==> config.mk <==
export PLATFORM = sky130hd
export DESIGN_NAME = axi4_mem_arbiter
export DESIGN_NICKNAME = d
export VERILOG_FILES = /design/src/rtl/axi_mem_pkg.sv /design/src/rtl/axi_mem_rr_arb.sv /design/src/rtl/axi4_mem_arbiter.sv
export SDC_FILE = /design/constraint.sdc
export NUM_CORES = 1
export LEC_CHECK = 0
export BUFFER_PORTS_ARGS = -buffer_cell sky130_fd_sc_hd__buf_2
export CAP_MARGIN = 30
export CORE_MARGIN = 2
export CORE_UTILIZATION = 27
export CTS_BUF_LIST = sky130_fd_sc_hd__clkbuf_8
export DETAILED_ROUTE_END_ITERATION = 6
export GPL_ROUTABILITY_DRIVEN = 1
export GPL_TIMING_DRIVEN = 0
export PLACE_DENSITY_LB_ADDON = 0.1
export SYNTH_ARGS = -nofsm -noshare
export SYNTH_HDL_FRONTEND = slang
export SYNTH_HIERARCHICAL = 1
export SYNTH_SLANG_ARGS = --single-unit
==> constraint.sdc <==
create_clock -name clk -period 2.5 [get_ports clk]
set_input_delay 0.125 -clock clk [delete_from_list [all_inputs] [get_ports clk]]
set_output_delay 0.125 -clock clk [all_outputs]
set_load 0.1 [all_outputs]
==> src/rtl/axi_mem_pkg.sv <==
// Shared types and constants for the two-requester AXI4 memory arbiter.
package axi_mem_pkg;

  typedef enum logic [1:0] {
    RD_IDLE,
    RD_ISSUE,
    RD_WAIT,
    RD_RSP
  } rd_state_t;

  localparam int REQ_WR = 0;
  localparam int REQ_RD = 1;

  localparam int DEF_DATA_WIDTH = 32;
  localparam int DEF_ADDR_WIDTH = 10;
  localparam int DEF_DEPTH      = 1024;

endpackage

==> src/rtl/axi_mem_rr_arb.sv <==
// 2-way round-robin grant: combinational grant, zero latency, no backpressure of its own.
// The pointer names the owner and flips only on a contested grant.
module axi_mem_rr_arb
  import axi_mem_pkg::*;
(
  input  logic       clk,
  input  logic       rst,
  input  logic [1:0] req,
  output logic [1:0] gnt
);

  logic ptr;

  always_comb begin
    gnt = req;
    if (&req) begin
      gnt = ptr ? 2'b10 : 2'b01;
    end
  end

  always_ff @(posedge clk) begin
    if (rst) begin
      ptr <= 1'(REQ_WR);
    end else if (&req) begin
      ptr <= ~ptr;
    end
  end

endmodule

==> src/rtl/axi4_mem_arbiter.sv <==
// Shares a single-port memory between write and read requesters; command registered one cycle after accept,
// read response held under rd_rsp_ready backpressure. Optional AXI_MEM_ARB_RANGE_CHECK_EN suppresses addr >= DEPTH.
module axi4_mem_arbiter
  import axi_mem_pkg::*;
#(
  parameter int DATA_WIDTH = DEF_DATA_WIDTH,
  parameter int ADDR_WIDTH = DEF_ADDR_WIDTH,
  parameter int DEPTH      = DEF_DEPTH
) (
  input  logic                  clk,
  input  logic                  rst,
  input  logic                  wr_req_valid,
  output logic                  wr_req_ready,
  input  logic [ADDR_WIDTH-1:0] wr_addr,
  input  logic [DATA_WIDTH-1:0] wr_data,
  input  logic                  rd_req_valid,
  output logic                  rd_req_ready,
  input  logic [ADDR_WIDTH-1:0] rd_addr,
  output logic                  rd_rsp_valid,
  input  logic                  rd_rsp_ready,
  output logic [DATA_WIDTH-1:0] rd_rsp_data,
  output logic                  rd_rsp_err,
  output logic                  mem_en,
  output logic                  mem_we,
  output logic [ADDR_WIDTH-1:0] mem_addr,
  output logic [DATA_WIDTH-1:0] mem_wdata,
  input  logic [DATA_WIDTH-1:0] mem_rdata
);

  if (DEPTH < 1 || DEPTH > (1 << ADDR_WIDTH)) begin : g_depth_chk
    $error("axi4_mem_arbiter: DEPTH must be in 1..2**ADDR_WIDTH");
  end

  rd_state_t  rd_state, rd_state_nxt;
  logic [1:0] req, gnt;
  logic       wr_in_range, rd_in_range;

  // Reads are only eligible with no read outstanding; writes are always eligible.
  assign req[REQ_WR] = wr_req_valid;
  assign req[REQ_RD] = rd_req_valid && (rd_state == RD_IDLE);

  axi_mem_rr_arb u_arb (
    .clk (clk),
    .rst (rst),
    .req (req),
    .gnt (gnt)
  );

  assign wr_req_ready = gnt[REQ_WR];
  assign rd_req_ready = gnt[REQ_RD];

`ifdef AXI_MEM_ARB_RANGE_CHECK_EN
  localparam logic [ADDR_WIDTH:0] DEPTH_LIM = (ADDR_WIDTH+1)'(DEPTH);

  logic rd_oor;
  logic rsp_err;

  assign wr_in_range = ({1'b0, wr_addr} < DEPTH_LIM);
  assign rd_in_range = ({1'b0, rd_addr} < DEPTH_LIM);

  always_ff @(posedge clk) begin
    if (rst) begin
      rd_oor  <= 1'b0;
      rsp_err <= 1'b0;
    end else begin
      if (gnt[REQ_RD]) begin
        rd_oor <= ~rd_in_range;
      end
      if (rd_state == RD_WAIT) begin
        rsp_err <= rd_oor;
      end
    end
  end

  assign rd_rsp_err = rsp_err;
`else
  assign wr_in_range = 1'b1;
  assign rd_in_range = 1'b1;
  assign rd_rsp_err  = 1'b0;
`endif

  // Address/data hold their last values whenever no command is issued.
  always_ff @(posedge clk) begin
    if (rst) begin
      mem_en    <= 1'b0;
      mem_we    <= 1'b0;
      mem_addr  <= '0;
      mem_wdata <= '0;
    end else begin
      mem_en <= (gnt[REQ_WR] && wr_in_range) || (gnt[REQ_RD] && rd_in_range);
      mem_we <= gnt[REQ_WR] && wr_in_range;
      if (gnt[REQ_WR] && wr_in_range) begin
        mem_addr  <= wr_addr;
        mem_wdata <= wr_data;
      end else if (gnt[REQ_RD] && rd_in_range) begin
        mem_addr <= rd_addr;
      end
    end
  end

  always_ff @(posedge clk) begin
    if (rst) begin
      rd_state <= RD_IDLE;
    end else begin
      rd_state <= rd_state_nxt;
    end
  end

  always_comb begin
    rd_state_nxt = rd_state;
    case (rd_state)
      RD_IDLE:  if (gnt[REQ_RD]) rd_state_nxt = RD_ISSUE;
      RD_ISSUE: rd_state_nxt = RD_WAIT;
      RD_WAIT:  rd_state_nxt = RD_RSP;
      RD_RSP:   if (rd_rsp_ready) rd_state_nxt = RD_IDLE;
      default:  rd_state_nxt = RD_IDLE;
    endcase
  end

  // mem_rdata is valid during RD_WAIT; capture it there and hold through RD_RSP.
  always_ff @(posedge clk) begin
    if (rst) begin
      rd_rsp_data <= '0;
    end else if (rd_state == RD_WAIT) begin
`ifdef AXI_MEM_ARB_RANGE_CHECK_EN
      rd_rsp_data <= rd_oor ? '0 : mem_rdata;
`else
      rd_rsp_data <= mem_rdata;
`endif
    end
  end

  assign rd_rsp_valid = (rd_state == RD_RSP);

endmodule

==> results.rst <==
.. list-table::
   :header-rows: 1

   * - Metric
     - Value
   * - Total Routed Length
     - 7.99 mm
   * - Root Driver
     - clkbuf_8
   * - Largest net degree at the start of global routing
     - 14
   * - Crit end category
     - output port
   * - Final worst-path cycle share
     - 84.1%
   * - Antenna violations before repair
     - 0
   * - Post-route setup slack
     - 397 ps
   * - Class of the most critical setup path
     - flop to output port
   * - Total overflow reported by the global router
     - 0
   * - First-pass GRT wire length
     - 12.2 mm
   * - Buffers plus inverters on the worst setup path
     - 2
   * - Core Footprint
     - 10800 sq um
   * - Post-CTS setup-driven buffer insertion count
     - 0
   * - Final worst hold slack
     - 19.0 ps
   * - Fmax achieved
     - 476 MHz
   * - Total CTS buffers
     - 9
   * - Syn Nets
     - 384
   * - DRT iter0 DRCs
     - 81
   * - Data required time at the worst endpoint
     - 2380 ps
   * - Skew final
     - 6.95 ps
   * - Detail Route Antenna Nets
     - 0
   * - Half-perimeter wire length after placement
     - 5.68 mm
   * - P_leak
     - 2.34 nW
   * - Fin. max-slew vios
     - 0
   * - Worst hold-check path type
     - input pin to flop
   * - Level count of the clock H-tree
     - 3
   * - Mean post-synth cell area
     - 10.3 sq um
   * - Filler-free cell count of the finished design
     - 667
   * - Maximum net fanout on the critical path
     - 4
   * - Drc violations
     - 0
   * - Longest Clk Path Bufs
     - 2
   * - Post-Place Cell Area
     - 4030 sq um
   * - Category of the worst setup path launch point
     - flop
   * - Via count of the first global-routing pass
     - 2619
   * - Area of all placed cells without fillers
     - 4750 sq um
   * - Share of post-route cells with drive strength above 1
     - 38.7%
   * - Top post-synthesis cells by area
     - dfxtp_1 (53%), mux2i_1 (25%), nor2_1 (8.2%), and2_1 (2.3%), buf_4 (2.2%)
   * - Die area
     - 12000 sq um
   * - Synth-to-Final Area Change
     - 57.7%
   * - Post-placement worst setup slack
     - 586 ps
   * - Final-stage net count
     - 614
   * - Die extent in x
     - 110 microns
   * - Final weighted congestion in routability-driven placement
     - 0.735
   * - Crit-path leading delay family
     - buffers and inverters
   * - Port Buf Inserts
     - 167
   * - Fraction of post-synthesis cell area in the top cell type by area
     - 52.5%
   * - Peak supply drop
     - 0.000415 V
   * - Global routing usage summed across all routing layers
     - 13.2%
   * - Biggest area consumer among synthesized cells
     - dfxtp_1
   * - Sequence of cells on the critical path
     - inv_1, ha_1, and2_1, a21boi_2, buf_2
   * - Final-layout setup total negative slack
     - 0 ps
   * - Final routed wire length divided by cell count
     - 12.0 microns
   * - Number of diodes added for antenna fixing
     - 0
   * - TritonCTS clock tree
     - done
   * - Yosys warning count
     - 6
   * - Worst path slowest cell
     - buf_2
   * - Delay contributed by the slowest stage of the critical path
     - 480 ps
   * - Number of distinct library cells after synthesis
     - 22
   * - Shortest clock period the worst path allows after layout
     - 2100 ps
   * - Data arrival time of the worst path
     - 1980 ps
   * - Die outline height
     - 110 microns
   * - Count of endpoints failing setup in the final report
     - 0
   * - Number of placed cells counting well taps
     - 599
   * - Vias per Instance
     - 4.09
   * - Total via count after detailed routing
     - 2730
   * - Sequential share of the synthesized area
     - 52.5%
   * - RSZ-0062 raised after global routing
     - no
   * - CTS resizes
     - 0
   * - Seq cells post-synth
     - 79
   * - Post-Synthesis Cell Area
     - 3010 sq um
   * - Status
     - completed
   * - Count of boundary I/O pins
     - 169
   * - Final count of hold timing violations
     - 0
   * - Initial core utilization
     - 27.8%
   * - Insertion delay to the later sink of the worst-skew pair
     - 350 ps
   * - Pre-antenna DRT Iters
     - 4
   * - Cell area power density
     - 999 nW/um^2
   * - Register clock-pin slew on the reported worst setup and hold paths
     - 80 ps
   * - Cell row count
     - 38
   * - Synthesized netlist cell count
     - 292
   * - Cts-stage hold buffer count
     - 52
   * - Clock tree sinks
     - 79
   * - Max-capacitance violation count
     - 0
## metal layers
metal	wire length [microns]	global-route usage, %	part of all wire (%)
met4	104	5.70	1.3
met5	0	0	0
met3	510	3.62	6.4
met2	3940	22.5	49
met1	3440	15.4	43
## layout by cell type (no fill, tap or decap)
cell             n
inv_1            6
and2b_2          1
clkinvlp_4       3
clkbuf_8        10
a21bo_1          1
o21ai_1          8
clkbuf_1         3
mux2i_1         75
a21boi_2         2
bufinv_16        1
nor2b_1          1
o211a_1          1
ha_1             3
dfxtp_1         79
and2_1          11
conb_1           1
nor2_1          66
nand2_1         12
a21oi_2          2
nand3b_1         1
o21ai_0          2
clkinv_2         1
buf_4            9
buf_6            1
dlygate4sd3_1   52
or3_1            1
buf_2          174
## report_power, final
group	total (mW)	internal [mW]	switching (mW)
clock	0.954	0.483	0.471
sequential	1.53	1.44	0.0873
combinational	2.26	0.566	1.70
total	4.74	2.49	2.26
## metrics by stage
stage / utilization, % / power, mW
after floorplan: - / 3.41
after global placement: 37.2 / 3.75
after detailed placement: 37.2 / 3.77
after CTS: 43.8 / 4.82
after global routing: 43.8 / 4.98
final: 43.8 / 4.74
## synthesized netlist by cell type
cell      count
dfxtp_1      79
mux2i_1      75
nor2_1       66
nand2_1      12
and2_1       11
buf_4         9
o21ai_1       8
buf_2         7
inv_1         5
clkbuf_1      3
ha_1          3
a21boi_0      2
a21oi_2       2
o21ai_0       2
a21bo_1       1
and2b_2       1
buf_6         1
conb_1        1
nand3b_1      1
nor2b_1       1
o211a_1       1
or3_1         1
## kinds of logic (layout without fill, tap and decap cells)
group,Yosys count,in the layout,synth area share [%]
AND/OR/NAND/NOR,93,93,13.0
flip-flops,79,79,52.5
multiplexers,75,75,24.9
buffers and inverters,25,260,4.78
AO/OA/AOI/OAI,16,16,3.41
adder cells (fa/ha/maj),3,3,1.25
other,1,1,0.125
## cell type report
type                       instances  area, sq um
buffer                            20          125
timing repair buffer             219         1360
clock buffer                      10          138
multi-input combinational        188         1290
clock inverter                     6         61.3
inverter                           5         18.8
tap                              140          175
fill                            1096         6090
sequential                        79         1580
## tightest hold or removal path, cell delays in order
cell	delay [ps]
buf_2	80
mux2i_1	60
nor2_1	70
## worst paths after layout
kind                         startpoint                            to  slack [ps]  depth (start not counted)
max            rd_state[0]$_SDFFE_PP0P_                  rd_req_ready         400                          5
min                       mem_rdata[29]  rd_rsp_data[29]$_SDFFE_PP0N_          20                          3
max reg2reg    rd_state[0]$_SDFFE_PP0P_      mem_addr[5]$_SDFFE_PP0P_         580                          8
min reg2reg  mem_wdata[31]$_SDFFE_PP0P_    mem_wdata[31]$_SDFFE_PP0P_         490                          2
## registers in the layout (all words and copies together), names as in the netlist
signal and flops:
mem_en 1, rd_state 2, mem_addr 10, mem_we 1
u_arb/ptr 1, rd_rsp_data 32, mem_wdata 32
Note: power is estimated with default switching activity, not from simulation.
